<file path="src/rtl/uart_pkg.sv">
// Shared types and constants for the parametrised UART transmitter.
// Optional parity support is enabled by defining UART_TX_PARITY_EN.
package uart_pkg;

    localparam int DATA_BITS_MIN = 5;
    localparam int DATA_BITS_MAX = 9;
    localparam int CLK_DIV_MIN   = 2;

    // Wide enough to index any legal payload bit
    localparam int IDX_W = $clog2(DATA_BITS_MAX);

`ifdef UART_TX_PARITY_EN
    localparam int PARITY_BITS = 1;
    typedef enum logic [2:0] {IDLE, START, DATA, PARITY, STOP} state_e;
`else
    localparam int PARITY_BITS = 0;
    typedef enum logic [1:0] {IDLE, START, DATA, STOP} state_e;
`endif

    // Frame length in bit periods: start + payload + optional parity + stop bits
    function automatic int frame_bit_periods(input int data_bits, input int stop_bits);
        return 1 + data_bits + PARITY_BITS + stop_bits;
    endfunction

endpackage

</file>
<file path="src/rtl/uart_baud_gen.sv">
// Bit-period timer: counts clk cycles while a frame is running and
// pulses bit_tick on the last cycle of every bit period.
module uart_baud_gen
    import uart_pkg::*;
#(
    parameter int CLK_DIV = 434
) (
    input  logic clk,
    input  logic reset,
    input  logic run,
    output logic bit_tick
);

    localparam int CNT_W = (CLK_DIV >= CLK_DIV_MIN) ? $clog2(CLK_DIV) : 1;
    localparam logic [CNT_W-1:0] CNT_LAST = CNT_W'(CLK_DIV - 1);

    logic [CNT_W-1:0] cnt_q;
    logic [CNT_W-1:0] cnt_d;

    assign bit_tick = run && (cnt_q == CNT_LAST);

    // Next count: held at zero when idle, wraps at the end of each bit period
    always_comb begin
        cnt_d = cnt_q;
        if (!run || bit_tick) begin
            cnt_d = '0;
        end else begin
            cnt_d = cnt_q + 1'b1;
        end
    end

    // Counter register
    always_ff @(posedge clk or posedge reset) begin
        if (reset) begin
            cnt_q <= '0;
        end else begin
            cnt_q <= cnt_d;
        end
    end

endmodule

</file>
<file path="src/rtl/uart_tx_param.sv">
// Parametrised UART transmitter with valid/ready input handshake and a
// registered serial output. Define UART_TX_PARITY_EN to insert a parity bit
// (even, or odd when PARITY_ODD=1) between the payload and the stop bits.
module uart_tx_param
    import uart_pkg::*;
#(
    parameter int DATA_BITS  = 8,
    parameter int CLK_DIV    = 434,
    parameter int STOP_BITS  = 1,
    parameter int PARITY_ODD = 0
) (
    input  logic                 clk,
    input  logic                 reset,
    input  logic                 tx_valid,
    input  logic [DATA_BITS-1:0] tx_data,
    output logic                 tx_ready,
    output logic                 tx,
    output logic                 busy
);

    if (DATA_BITS < DATA_BITS_MIN || DATA_BITS > DATA_BITS_MAX) begin : g_bad_data_bits
        $error("uart_tx_param: DATA_BITS must be within 5..9");
    end
    if (CLK_DIV < CLK_DIV_MIN) begin : g_bad_clk_div
        $error("uart_tx_param: CLK_DIV must be at least 2");
    end
    if (STOP_BITS != 1 && STOP_BITS != 2) begin : g_bad_stop_bits
        $error("uart_tx_param: STOP_BITS must be 1 or 2");
    end
    if (PARITY_ODD != 0 && PARITY_ODD != 1) begin : g_bad_parity_odd
        $error("uart_tx_param: PARITY_ODD must be 0 or 1");
    end
    if (frame_bit_periods(DATA_BITS, STOP_BITS) > frame_bit_periods(DATA_BITS_MAX, 2)) begin : g_bad_frame
        $error("uart_tx_param: frame longer than the largest legal frame");
    end

    localparam logic [IDX_W-1:0] LAST_IDX  = IDX_W'(DATA_BITS - 1);
    localparam logic             STOP_LAST = 1'(STOP_BITS - 1);
    localparam logic             PODD      = 1'(PARITY_ODD);

    state_e                 state_q, state_d;
    logic [DATA_BITS-1:0]   shift_q, shift_d;
    logic [IDX_W-1:0]       idx_q, idx_d;
    logic                   stop_q, stop_d;
    logic                   tx_q, tx_d;
    logic                   bit_tick;
`ifdef UART_TX_PARITY_EN
    logic                   parity_q, parity_d;
`endif

    uart_baud_gen #(
        .CLK_DIV (CLK_DIV)
    ) u_baud (
        .clk      (clk),
        .reset    (reset),
        .run      (state_q != IDLE),
        .bit_tick (bit_tick)
    );

    assign tx_ready = (state_q == IDLE);
    assign busy     = (state_q != IDLE);
    assign tx       = tx_q;

    // Frame sequencing: next state, shift register and the next serial bit
    always_comb begin
        state_d  = state_q;
        shift_d  = shift_q;
        idx_d    = idx_q;
        stop_d   = stop_q;
        tx_d     = tx_q;
`ifdef UART_TX_PARITY_EN
        parity_d = parity_q;
`endif
        case (state_q)
            IDLE: begin
                tx_d = 1'b1;
                if (tx_valid) begin
                    state_d  = START;
                    shift_d  = tx_data;
                    idx_d    = '0;
                    stop_d   = 1'b0;
                    tx_d     = 1'b0;
`ifdef UART_TX_PARITY_EN
                    parity_d = (^tx_data) ^ PODD;
`endif
                end
            end
            START: begin
                if (bit_tick) begin
                    state_d = DATA;
                    tx_d    = shift_q[0];
                end
            end
            DATA: begin
                if (bit_tick) begin
                    if (idx_q == LAST_IDX) begin
`ifdef UART_TX_PARITY_EN
                        state_d = PARITY;
                        tx_d    = parity_q;
`else
                        state_d = STOP;
                        tx_d    = 1'b1;
`endif
                    end else begin
                        // shift_q[1] becomes the new LSB after the shift
                        shift_d = shift_q >> 1;
                        idx_d   = idx_q + 1'b1;
                        tx_d    = shift_q[1];
                    end
                end
            end
`ifdef UART_TX_PARITY_EN
            PARITY: begin
                if (bit_tick) begin
                    state_d = STOP;
                    tx_d    = 1'b1;
                end
            end
`endif
            STOP: begin
                tx_d = 1'b1;
                if (bit_tick) begin
                    if (stop_q == STOP_LAST) begin
                        state_d = IDLE;
                    end else begin
                        stop_d = 1'b1;
                    end
                end
            end
            default: begin
                state_d = IDLE;
                tx_d    = 1'b1;
            end
        endcase
    end

    // State and datapath registers; reset aborts any frame and idles the line
    always_ff @(posedge clk or posedge reset) begin
        if (reset) begin
            state_q  <= IDLE;
            shift_q  <= '0;
            idx_q    <= '0;
            stop_q   <= 1'b0;
            tx_q     <= 1'b1;
`ifdef UART_TX_PARITY_EN
            parity_q <= 1'b0;
`endif
        end else begin
            state_q  <= state_d;
            shift_q  <= shift_d;
            idx_q    <= idx_d;
            stop_q   <= stop_d;
            tx_q     <= tx_d;
`ifdef UART_TX_PARITY_EN
            parity_q <= parity_d;
`endif
        end
    end

endmodule

</file>
<file path="config.mk">
export PLATFORM = sky130hd
export DESIGN_NAME = uart_tx_param
export DESIGN_NICKNAME = d
export VERILOG_FILES = /design/src/rtl/uart_pkg.sv /design/src/rtl/uart_baud_gen.sv /design/src/rtl/uart_tx_param.sv
export SDC_FILE = /design/constraint.sdc
export NUM_CORES = 1
export LEC_CHECK = 0
export ABC_AREA = 1
export CORE_ASPECT_RATIO = 1.1
export CORE_UTILIZATION = 40
export CTS_CLUSTER_DIAMETER = 200
export DETAILED_ROUTE_END_ITERATION = 8
export GPL_TIMING_DRIVEN = 0
export HOLD_SLACK_MARGIN = 0.03
export PLACE_DENSITY = 0.66
export SLEW_MARGIN = 20
export SYNTH_ARGS = -nofsm -noshare
export SYNTH_HDL_FRONTEND = slang
export SYNTH_SLANG_ARGS = --single-unit
export TNS_END_PERCENT = 10
</file>
<file path="constraint.sdc">
create_clock -name clk -period 1.6 [get_ports clk]
set_clock_uncertainty 0.05 [all_clocks]
set_input_delay 0.32 -clock clk [delete_from_list [all_inputs] [get_ports clk]]
set_output_delay 0.32 -clock clk [all_outputs]
set_load 0.02 [all_outputs]
</file>
==> impl_metrics.toml <==
[route]
first_iter_violations = 18
firstDrtPassIters = 4
routed_wl_mm = 2.754
vias = 1204
drtAntennaViolNets = 0
drcViolationCount = 0
avgViaCountPerCell = 4.543
wl_per_cell_um = 10.39

[layout]
seq_area_um2 = 603.1
antenna_cells = 0
final_net_count = 236
drive_above_1_share_pct = 19.82
multi_input_area_um2 = 740.7
area_delta_synth_final_pct = 25.31
final_util_pct = 52.82
fillCellCount = 332

[global_routing]
grt_use_total_pct = 15.96
grt_pass1_vias = 1052
grt_pass1_wl_mm = 4.540
globalRouteOverflowTotal = 0
antenna_found_initial = 0
grt_max_degree = 25

[power_and_ir_drop]
powerDensity_mw_per_mm2 = 1704
finalPower_mw = 2.997
ir_drop_v = 0.001119
p_leak_nw = 0.9024

[place]
place.gp.congestion = 0.7715
place_worst_setup_slack_ps = -215.9
hpwl_mm = 1.884
port_buffers = 13

[logic_synthesis]
synth_top_area_share_pct = 41.00
yosys_warnings = 0
synth_cell_types = 21
synth_top_area_cell = "dfrtp_1"
seq_area_frac_synth_pct = 42.87
synth_area_leaders = "dfrtp_1 (41%), nand2_1 (20%), nand3_1 (7.8%)"
netlist_instances = 192
syn_area_mm2 = 0.001404
synth_nets = 210
syn_area_per_cell_um2 = 7.312
synth-seq-cells = 24

[cts]
cts-root-buf = "clkbuf_4"
worstSkewPairLatency_ps = 330
cts_made_buffers = 3
clkTransAtPathRegs_ps = 140
htree_levels = 1
clockBufferDepth = 2
clock_sinks = 24
cts_tree = "done"
ctsHoldBuffers = 0

[critical_path]
cp_top_family = "flip-flops"
endpoint_kind = "output pin"
path_class = "reg2out"
cpMaxStageDelayCell = "dfrtp_2"
cpPeakStageDelay_ps = 470
worstPathRequired_ps = 1230
path_max_fanout = 6
path_cells = "inv_2 -> ha_4 -> inv_8 -> buf_6"
startpoint_type = "flip-flop"
crit_arrival_ps = 1230
crit_buf_inv = 3

[timing]
rsz0062_at_grt = "true"
finalSetupTns_ps = 0
slew_headroom_pct = 40.53
min_period_ps = 1600
fmax_mhz = 625.1
final_hold_viol_count = 0
worst_slack_ps = 0.1865
tightestPinTransition_ps = 886.6
holdWs_ps = 302.4
maxSlewViolCount = 0
setup_viol = 0
fin_crit_sh_pct = 99.99

[floorplan]
die_h_um = 64.14
start_util_pct = 42.15
core_area_mm2 = 0.003331
rows = 22
die_area_mm2 = 0.003751
io_pins = 14
die-width_um = 58.49

[run]
maxCapViolCount = 0

[min_path]
hp-class = "in2async"

[run_status]
status = "completed"
==> metal layers <==
layer  wire length [µm]  global-route usage [%]
met1               1365                   21.47
met2               1304                   25.14
met3                 33                   1.822
met4                 51                   8.036
met5                  0                       0
==> through the flow <==
stage,instance area [µm²],cells
floorplan,1409,192
global placement,1599,253
detailed placement,1599,253
CTS,1630,258
global route,1759,265
finish,1759,265
==> report_power, final <==
group / internal [mW] / switching, mW / total, mW
combinational: 0.764 / 0.991 / 1.75
clock: 0.0979 / 0.200 / 0.298
sequential: 0.813 / 0.132 / 0.945
total: 1.67 / 1.32 / 3.00
==> sequential cells by signal, summed over array words and instances (netlist names) <==
register      flops
u_baud.cnt_q      9
shift_q           8
state_q           2
tx                1
idx_q             4
==> kinds of logic (layout without fill, tap and decap cells) <==
| kind of cell | count (synthesis) | count (layout) | share of synthesized area, % |
|---|---|---|---|
| fa+ha+maj | 7 | 7 | 6.239 |
| simple gates | 129 | 129 | 40.82 |
| compound gates | 6 | 6 | 2.139 |
| flops | 24 | 24 | 42.87 |
| buf+inv | 26 | 51 | 7.932 |
==> layout by cell type, fill, tap and decap left out <==
cell type        Yosys  routed
nand3_4              1       1
ha_2                 0       1
nand2_2              4       6
inv_2                3       5
nand4_1              2       2
or2_2                1       1
inv_8                0       1
inv_1               18      14
clkinv_1             0       1
nor3b_1              2       2
nand3_1             22      22
clkbuf_2             0       1
nand2_1             76      73
dfstp_2              1       1
clkbuf_1             1       1
nor2_1              14      12
nor2_4               2       3
buf_2                2       2
ha_1                 7       4
buf_4                1       7
clkdlybuf4s50_1      0      10
ha_4                 0       2
dfrtp_2              0       1
clkdlybuf4s15_1      0       1
buf_12               0       1
nor3_1               4       4
dfrtp_1             23      22
nor2_2               1       2
nand2_4              0       1
buf_6                1       4
a21oi_1              6       6
clkbuf_4             0       3
==> synthesized netlist by cell type <==
library cell  instances
inv_1                18
dfrtp_1              23
nand4_1               2
dfstp_2               1
nor3b_1               2
nand3_4               1
nor2_2                1
nand2_2               4
buf_4                 1
a21oi_1               6
clkbuf_1              1
nor2_4                2
nor3_1                4
or2_2                 1
nand2_1              76
nor2_1               14
buf_6                 1
inv_2                 3
buf_2                 2
nand3_1              22
ha_1                  7
==> worst reg2reg max path: stages, from the launching register on <==
cell and delay [ps]:
dfrtp_2 470, inv_2 90, ha_4 170, inv_8 50
nand2_2 70, nand2_2 70, nor2_4 170, nand2_4 90
buf_6 140, nand2_1 50, nand2_1 40
==> final cells by class <==
type                            instances  area share [%]
Inverter                               21           4.908
Clock buffer                            4           1.494
Buffer                                  5           2.276
Tap cell                               48           3.414
Timing Repair Buffer                   21           11.52
Multi-Input combinational cell        142           42.11
Sequential cell                        24           34.28
==> path summary, 6_finish.rpt <==
check,startpoint,end,slack [ps],cells after the start
setup / recovery,state_q[1],busy,0.2,4
hold / removal,reset,shift_q[4],300,2
setup reg to reg,state_q[1],shift_q[7],60,10
hold reg to reg,shift_q[3],shift_q[3],440,2
max in group asynchronous,reset,state_q[1],740,2
min in group clk,shift_q[3],shift_q[3],440,2
==> repair_timing <==
item / in CTS / in global routing
setup endpoints to repair: 14 / 17
resized for setup: 13 / 21
pin swaps: 0 / 5
buffers inserted: 1 / 6
gates cloned: 0 / 1
Note: power is estimated with default switching activity, not from simulation.
